File: config.mk
export PLATFORM = sky130hd
export DESIGN_NAME = phys_reg_free_list
export DESIGN_NICKNAME = d
export VERILOG_FILES = /design/src/rtl/phys_reg_free_list.sv
export SDC_FILE = /design/constraint.sdc
export NUM_CORES = 1
export LEC_CHECK = 0
export CORE_MARGIN = 2
export CORE_UTILIZATION = 45
export DETAILED_ROUTE_END_ITERATION = 12
export GPL_ROUTABILITY_DRIVEN = 0
export PLACE_DENSITY = 0.7
export SETUP_SLACK_MARGIN = 0.1
export SLEW_MARGIN = 40
export SYNTH_ARGS = -nofsm -noshare
export SYNTH_HDL_FRONTEND = slang
export SYNTH_SLANG_ARGS = --single-unit
File: constraint.sdc
create_clock -name clk -period 3.3 [get_ports clk]
set_input_delay 0.66 -clock clk [delete_from_list [all_inputs] [get_ports clk]]
set_output_delay 0.66 -clock clk [all_outputs]
set_load 0.02 [all_outputs]
File: src/rtl/phys_reg_free_list.sv
// Physical register free list.
// Keeps a bitmap of free physical tags (1 = free) and grants the lowest
// free tag, one per cycle, to rename. Retire returns tags through the free
// port. The lowest free tag is found by an LSB-first priority search built
// from 4-bit blocks. Every output is driven from a register; empty is
// decoded from the registered count.
module phys_reg_free_list #(
   parameter int WIDTH    = 64,
   parameter int RESERVED = 32
) (
   input  logic                     clk,
   input  logic                     rst,
   input  logic                     alloc_req,
   output logic                     alloc_valid,
   output logic [$clog2(WIDTH)-1:0] alloc_idx,
   input  logic                     free_valid,
   input  logic [$clog2(WIDTH)-1:0] free_idx,
   output logic [$clog2(WIDTH):0]   free_count,
   output logic                     empty,
   output logic                     err
);

   localparam int IW   = $clog2(WIDTH);
   // Power-of-two padded width. Any free_idx value can index it, and it
   // splits into whole 4-bit blocks because WIDTH >= 4.
   localparam int PW   = 1 << IW;
   localparam int NBLK = PW / 4;
   localparam int CW   = IW + 1;

   // Bitmap value after reset: architectural tags are busy, the rest are free.
   function automatic logic [WIDTH-1:0] reset_map();
      logic [WIDTH-1:0] m;
      for (int i = 0; i < WIDTH; i++) begin
         m[i] = (i >= RESERVED) ? 1'b1 : 1'b0;
      end
      return m;
   endfunction

   // Index of the lowest set bit in a 4-bit block.
   function automatic logic [1:0] low4(input logic [3:0] v);
      if (v[0]) begin
         return 2'd0;
      end else if (v[1]) begin
         return 2'd1;
      end else if (v[2]) begin
         return 2'd2;
      end else begin
         return 2'd3;
      end
   endfunction

   logic [WIDTH-1:0] bitmap_r;
   logic             alloc_valid_r;
   logic [IW-1:0]    alloc_idx_r;
   logic [CW-1:0]    free_count_r;
   logic             err_r;

   logic [PW-1:0]    bitmap_pad_s;
   logic [PW-1:0]    bitmap_nx_s;
   logic [CW-1:0]    count_nx_s;
   logic [IW-1:0]    pick_idx_s;
   logic             pick_any_s;
   logic             alloc_ok_s;
   logic             free_ok_s;
   logic             free_err_s;

   // Zero-pad the bitmap so that out-of-range tags and unused blocks read as busy.
   always_comb begin
      bitmap_pad_s              = '0;
      bitmap_pad_s[WIDTH-1:0]   = bitmap_r;
   end

   // LSB-first priority search. Blocks are scanned from high to low, so the
   // lowest non-empty block is the last one to write the result.
   always_comb begin
      pick_any_s = 1'b0;
      pick_idx_s = '0;
      for (int b = NBLK - 1; b >= 0; b--) begin
         if (|bitmap_pad_s[b*4 +: 4]) begin
            pick_any_s = 1'b1;
            pick_idx_s = IW'(b * 4) + IW'(low4(bitmap_pad_s[b*4 +: 4]));
         end else begin
            pick_idx_s = pick_idx_s;
         end
      end
   end

   // Classify this cycle's requests. A free of a tag that is already free,
   // including the tag being granted right now, is a double free.
   always_comb begin
      alloc_ok_s = alloc_req & pick_any_s;
      if (free_valid) begin
         free_ok_s  = ({1'b0, free_idx} < CW'(WIDTH)) & ~bitmap_pad_s[free_idx];
         free_err_s = ~free_ok_s;
      end else begin
         free_ok_s  = 1'b0;
         free_err_s = 1'b0;
      end
   end

   // Next bitmap and count. The free is applied first so that the grant
   // clears its own bit and wins if both target the same tag.
   always_comb begin
      bitmap_nx_s = bitmap_pad_s;
      count_nx_s  = free_count_r;
      if (free_ok_s) begin
         bitmap_nx_s[free_idx] = 1'b1;
         count_nx_s            = count_nx_s + CW'(1);
      end else begin
         count_nx_s = count_nx_s;
      end
      if (alloc_ok_s) begin
         bitmap_nx_s[pick_idx_s] = 1'b0;
         count_nx_s              = count_nx_s - CW'(1);
      end else begin
         count_nx_s = count_nx_s;
      end
   end

   // State and output registers. alloc_idx holds its value when nothing is granted.
   always_ff @(posedge clk or posedge rst) begin
      if (rst) begin
         bitmap_r      <= reset_map();
         alloc_valid_r <= 1'b0;
         alloc_idx_r   <= '0;
         free_count_r  <= CW'(WIDTH - RESERVED);
         err_r         <= 1'b0;
      end else begin
         bitmap_r      <= bitmap_nx_s[WIDTH-1:0];
         alloc_valid_r <= alloc_ok_s;
         if (alloc_ok_s) begin
            alloc_idx_r <= pick_idx_s;
         end
         free_count_r  <= count_nx_s;
         err_r         <= free_err_s;
      end
   end

   assign alloc_valid = alloc_valid_r;
   assign alloc_idx   = alloc_idx_r;
   assign free_count  = free_count_r;
   assign empty       = (free_count_r == '0);
   assign err         = err_r;

endmodule

After elaboration in Yosys (flattened, before gate mapping)

Index checks and enable logic that the tools add are counted.

Word-level logic and storage cells: 157
Output and inout bits: 16
Input port bits: 10
Bits in registers: 79

Add/subtract/negate cells: 17
Bitwise gates (word level): 5
Multiplexer cells: 107
Reductions and logical operators: 19
Order comparisons: 4

Operators by type and width:

| cell                | count |
|---|---|
| $mux 64             | 2 |
| $mux 6              | 16 |
| $mux 2              | 47 |
| $and 64x64->64      | 1 |
| $not 64->64         | 1 |
| $or 64x64->64       | 1 |
| $reduce_or 4->1     | 16 |
| $mux 1              | 37 |
| $add 5x2->6 const A | 4 |
| $add 6x2->6 const A | 4 |
| $lt 6x7->1 const B  | 2 |
| $mux 7              | 2 |
| $add 5x3->6 const A | 2 |
| $demux 1 s6         | 2 |
| $ge 6x1->1 const B  | 2 |
| $add 4x2->5 const A | 2 |
| $add 7x1->7 const B | 1 |
| $logic_not 7->1     | 1 |
| $sub 7x1->7 const B | 1 |
| $bmux 1 s6          | 1 |
| $add 4x3->5 const A | 1 |
| $add 3x2->4 const A | 1 |
| $add 3x3->4 const A | 1 |
| $logic_and 1x1->1   | 2 |
| 2 further kinds     | 2 |

Longest topological paths before layout

Word-level depth: 28
Depth in mapped cells: 15
Mapped depth without buffers: 12

Worst setup path after synthesis

OpenSTA, ideal clock, no wires.

Path type: input-to-reg
Start point: input port free_idx[1]
End point: register free_count_r[6], in the netlist free_count[6]
Arrival: 3638 ps
Path buffers: 3
Setup slack: -418 ps
Setup time: 80 ps
Required time: 3220 ps
Stages: 14
Path through: buf_6 buf_2 mux4_2 a31oi_2 o311ai_4 nor3_2 buf_4 mux2i_1 ha_1 inv_1 nor4_1 a211oi_4 o22ai_1 xor2_1

Word-level cells in the longest chain between the ends: 7

RTL lines:

| element                          | line | text |
|---|---|---|
| start, declared                  | 17   | `input logic [$clog2(WIDTH)-1:0] free_idx,` |
| $bmux 1 s6 (*)                   | 93   | `free_ok_s = ({1'b0, free_idx} < CW'(WIDTH)) & ~bitmap_pad_s[free_idx];` |
| $mux 1 (not written as such) (*) | 93   |  |
| $not 1->1 (*)                    | 93   |  |
| $mux 1 (*)                       | 92   | `if (free_valid) begin` |
| $mux 7 (*)                       | 106  | `if (free_ok_s) begin` |
| $sub 7x1->7                      | 114  | `count_nx_s = count_nx_s - CW'(1);` |
| $mux 7 (*)                       | 112  | `if (alloc_ok_s) begin` |
| via count_nx_s[6]                | 60   | `logic [CW-1:0] count_nx_s;` |
| end signal, assigned             | 126  | `free_count_r <= CW'(WIDTH - RESERVED);` |
| end signal, assigned             | 134  | `free_count_r <= count_nx_s;` |
| end, declared                    | 55   | `logic [CW-1:0] free_count_r;` |

Mark *: on every way through the listed nets, which the timed path passes. The rest lies on a longest branch. The select of a mux whose other input is x is not followed.
A chain may end at the register's enable or synchronous reset.

Worst setup path after layout

Ends and elaborated chain as after synthesis.

==> summary.txt <==
Pwr/cell area: 1110 nW/um^2
Min Tclk post-route: 3430 ps
Synth async-reset ratio: 100%
Core Region: 11,000 um^2
Max_cap viols: 0
Initial antenna violation count: 0
Hold_buf cts: 0
Busiest grt layer: met2
CTS Buf Count: 9
Via count: 5,496
Synth Area in Adders: 0.734%
Hold Path Class: flop to flop
Area share of xor/xnor cells in the synthesized design: 1.54%
Syn nets: 574
Fin util: 62.3%
Gate Count Post-Synth: 561
Post-synthesis sequential area ratio: 39.5%
Setup-failing EPs final: 2
Compound-gate portion of the synthesized area: 27.6%
Vias in the first global route: 5,347
Yosys warning count: 0
Data arrival time of the critical path: 3700 ps
Setup slack after layout: -131 ps
Clock Sinks: 79
Met2 GRT Util: 45.6%
R2R Path Start: bitmap_pad_s[5]
Hold_sp: alloc_idx[2]
Ant. Diodes: 0
Commonest non-fill, non-tap cell in the layout: a21oi_1
Clock skew: 10.9 ps
Pin count of the biggest net entering global routing: 39
Worst vdd ir: 909 uV
Period utilisation layout: 104%
Reg-to-Reg End: free_count[6]
Row count: 38
Routed len/inst: 22.6 um
WL final: 18,800 um
Vias per cell: 6.63
Clock-pin slew on the worst setup and hold paths: 60 ps
Crit end category: flop
Max FO, Critical Path: 6
CTS tree: built
Area of the die: 12,200 um^2
Leak: 2.89 nW
Critical path launch point type: primary input
GR Util met1: 42.7%
Maximum clock path buffer count: 2
Post-DP Area: 6220 um^2
Mux share of post-synthesis cell area: 7.71%
RSZ-0062 raised after global routing: true
Post-detail-place hpwl: 13,300 um
Status: finished with violations
Seq cells post-synth: 79
Hold Path Depth: 2
Fmax achieved: 0.291 GHz
Reg2Reg Depth: 14
Mean area per synthesized cell: 9.12 um^2
H-Tree Level Count: 3
Fraction of layout cells with a size suffix above 1: 33.2%
Largest family of logic cells by synthesized area: compound AO/OA/AOI/OAI gates
Req. time, crit path: 3570 ps
Clock Latency Late Sink: 350 ps
Max Slew Vio Count: 0
Most frequent cells in the layout: 122 x a21oi_1, 104 x buf_4, 46 x dfrtp_1
Die X: 111 um
Global-route met3 utilization: 6.15%
Final Hold Vio Count: 0
Port Buffers: 25
Number of synthesized flops with an enable pin: 0
Synthesized cell area: 5110 um^2
P&R area growth vs syn: 33.7%
Crit. Startpoint: free_idx[1]
Nets@finish: 697
Slew @ Worst Pin: 680 ps
Initial Util: 46.6%
Hold path endpoint: alloc_idx[2]
DIE HEIGHT: 111 um
Top_reg_cell synth: dfrtp_1
Yosys cell types: 70
IO Count: 26
Violated checks: setup timing
Final Cell Area: 6840 um^2
R2R setup slack: -10 ps
Clk root buf: clkbuf_16
Placed insts: 792
Non-filler cells, final: 829
Final ANT Viol Nets: 0
Synth Area in Simple Gates: 17.9%
Grt ovf: 0
Pre-antenna DRT Iters: 5
Global-route wire length before repair: 29,500 um
Total Routing Usage GR: 30.6%
DR DRC count: 0
Kind of critical path: primary input to flop
Slew HR: 54.6%
Initial drt markers: 650
-- metrics by stage --
stage	setup WS (ps)	TNS (ps)	power (mW)	hold slack (ps)
finish	-131	-246	7.56	477
global route	-266	-548	7.87	507
CTS	-230	-445	7.20	485
detailed placement	-934	-23590	6.17	471
global placement	-813	-19470	6.09	465
floorplan	-244	-399	4.02	508
-- repair_timing --
item,in CTS,in global routing
endpoints found under the setup margin,68,29
cloned,1,0
hold endpoints to repair,0,0
setup buffers,17,4
resized for setup,31,18
pin swaps,11,6
-- state kept, by name, indices dropped and copies added (netlist names) --
register and count:
bitmap_pad_s 64, alloc_idx 6, free_count 7, err 1, alloc_valid 1
-- worst max-delay path by stage --
stage | endpoint | cells after the start
floorplan | free_count[6] | 14
global placement | free_count[6] | 15
detailed placement | free_count[6] | 15
CTS | free_count[6] | 19
global route | free_count[6] | 17
finish | free_count[6] | 17
-- cell families (layout without fill, tap and decap cells) --
| group | Yosys count | count (layout) |
|---|---|---|
| xor gates and xnor gates | 9 | 9 |
| AOI/OAI and AO/OA | 225 | 225 |
| DFF | 79 | 79 |
| muxes | 23 | 23 |
| buffers and inverters | 57 | 185 |
| and+or+nand+nor | 165 | 165 |
| adders and majority gates | 3 | 3 |
-- power by group --
part | internal [mW] | switching [mW] | total (mW)
logic | 1.93 | 2.80 | 4.73
registers | 1.40 | 0.529 | 1.93
clock network | 0.505 | 0.395 | 0.900
total | 3.83 | 3.73 | 7.56
-- cells in the mapped netlist, types with 4 or more instances --
| cell | n | area (um^2) |
|---|---|---|
| dfrtp_1 | 46 | 1150 |
| nor2b_1 | 7 | 43.8 |
| nor3_1 | 8 | 40.0 |
| o31ai_1 | 4 | 30.0 |
| mux4_2 | 11 | 248 |
| a31oi_1 | 29 | 181 |
| dfstp_2 | 33 | 867 |
| buf_2 | 8 | 40.0 |
| o2111ai_1 | 5 | 43.8 |
| mux2_2 | 4 | 45.0 |
| nand4_1 | 5 | 31.3 |
| clkbuf_1 | 11 | 41.3 |
| nor2_1 | 43 | 161 |
| a21oi_1 | 122 | 611 |
| buf_1 | 5 | 18.8 |
| nand3_1 | 12 | 60.1 |
| nor4_1 | 19 | 119 |
| xnor2_1 | 7 | 61.3 |
| or4_1 | 5 | 37.5 |
| inv_1 | 25 | 93.8 |
| mux2i_1 | 6 | 60.1 |
| nand2_1 | 20 | 75.1 |
| o21ai_1 | 5 | 25.0 |
| buf_4 | 4 | 30.0 |
| o21ai_0 | 18 | 90.1 |
| o221a_2 | 5 | 56.3 |
| and3_1 | 12 | 75.1 |
| and2_1 | 5 | 31.3 |
| nand2b_1 | 7 | 43.8 |
| a211oi_1 | 5 | 37.5 |
-- per-layer routing --
metal / up-vias / share of wire (%) / wire length [um]
li1: 2386 / - / -
met1: 2625 / 39 / 7340
met2: 401 / 44 / 8280
met3: 84 / 12 / 2210
met4: 0 / 5.0 / 942
met5: - / 0 / 0
-- critical path, stage by stage --
cell,delay [ps]
buf_6,80
buf_12,110
buf_4,120
mux4_2,500
a32o_2,300
a211oi_4,210
nand2_1,100
nor3_2,160
buf_4,190
mux2i_4,280
ha_4,190
buf_6,110
o2111ai_4,130
nor4_4,250
a211oi_4,70
o22ai_2,110
xor2_1,140
-- final cells by class --
class,count,area [um^2]
tap,140,175
multi-input combinational,425,3010
timing repair buffer,143,1270
inverter,26,98.8
clock buffer,10,229
clock inverter,6,37.5
sequential,79,2020
fill,886,4140
Power figures use the tool's default switching activity.
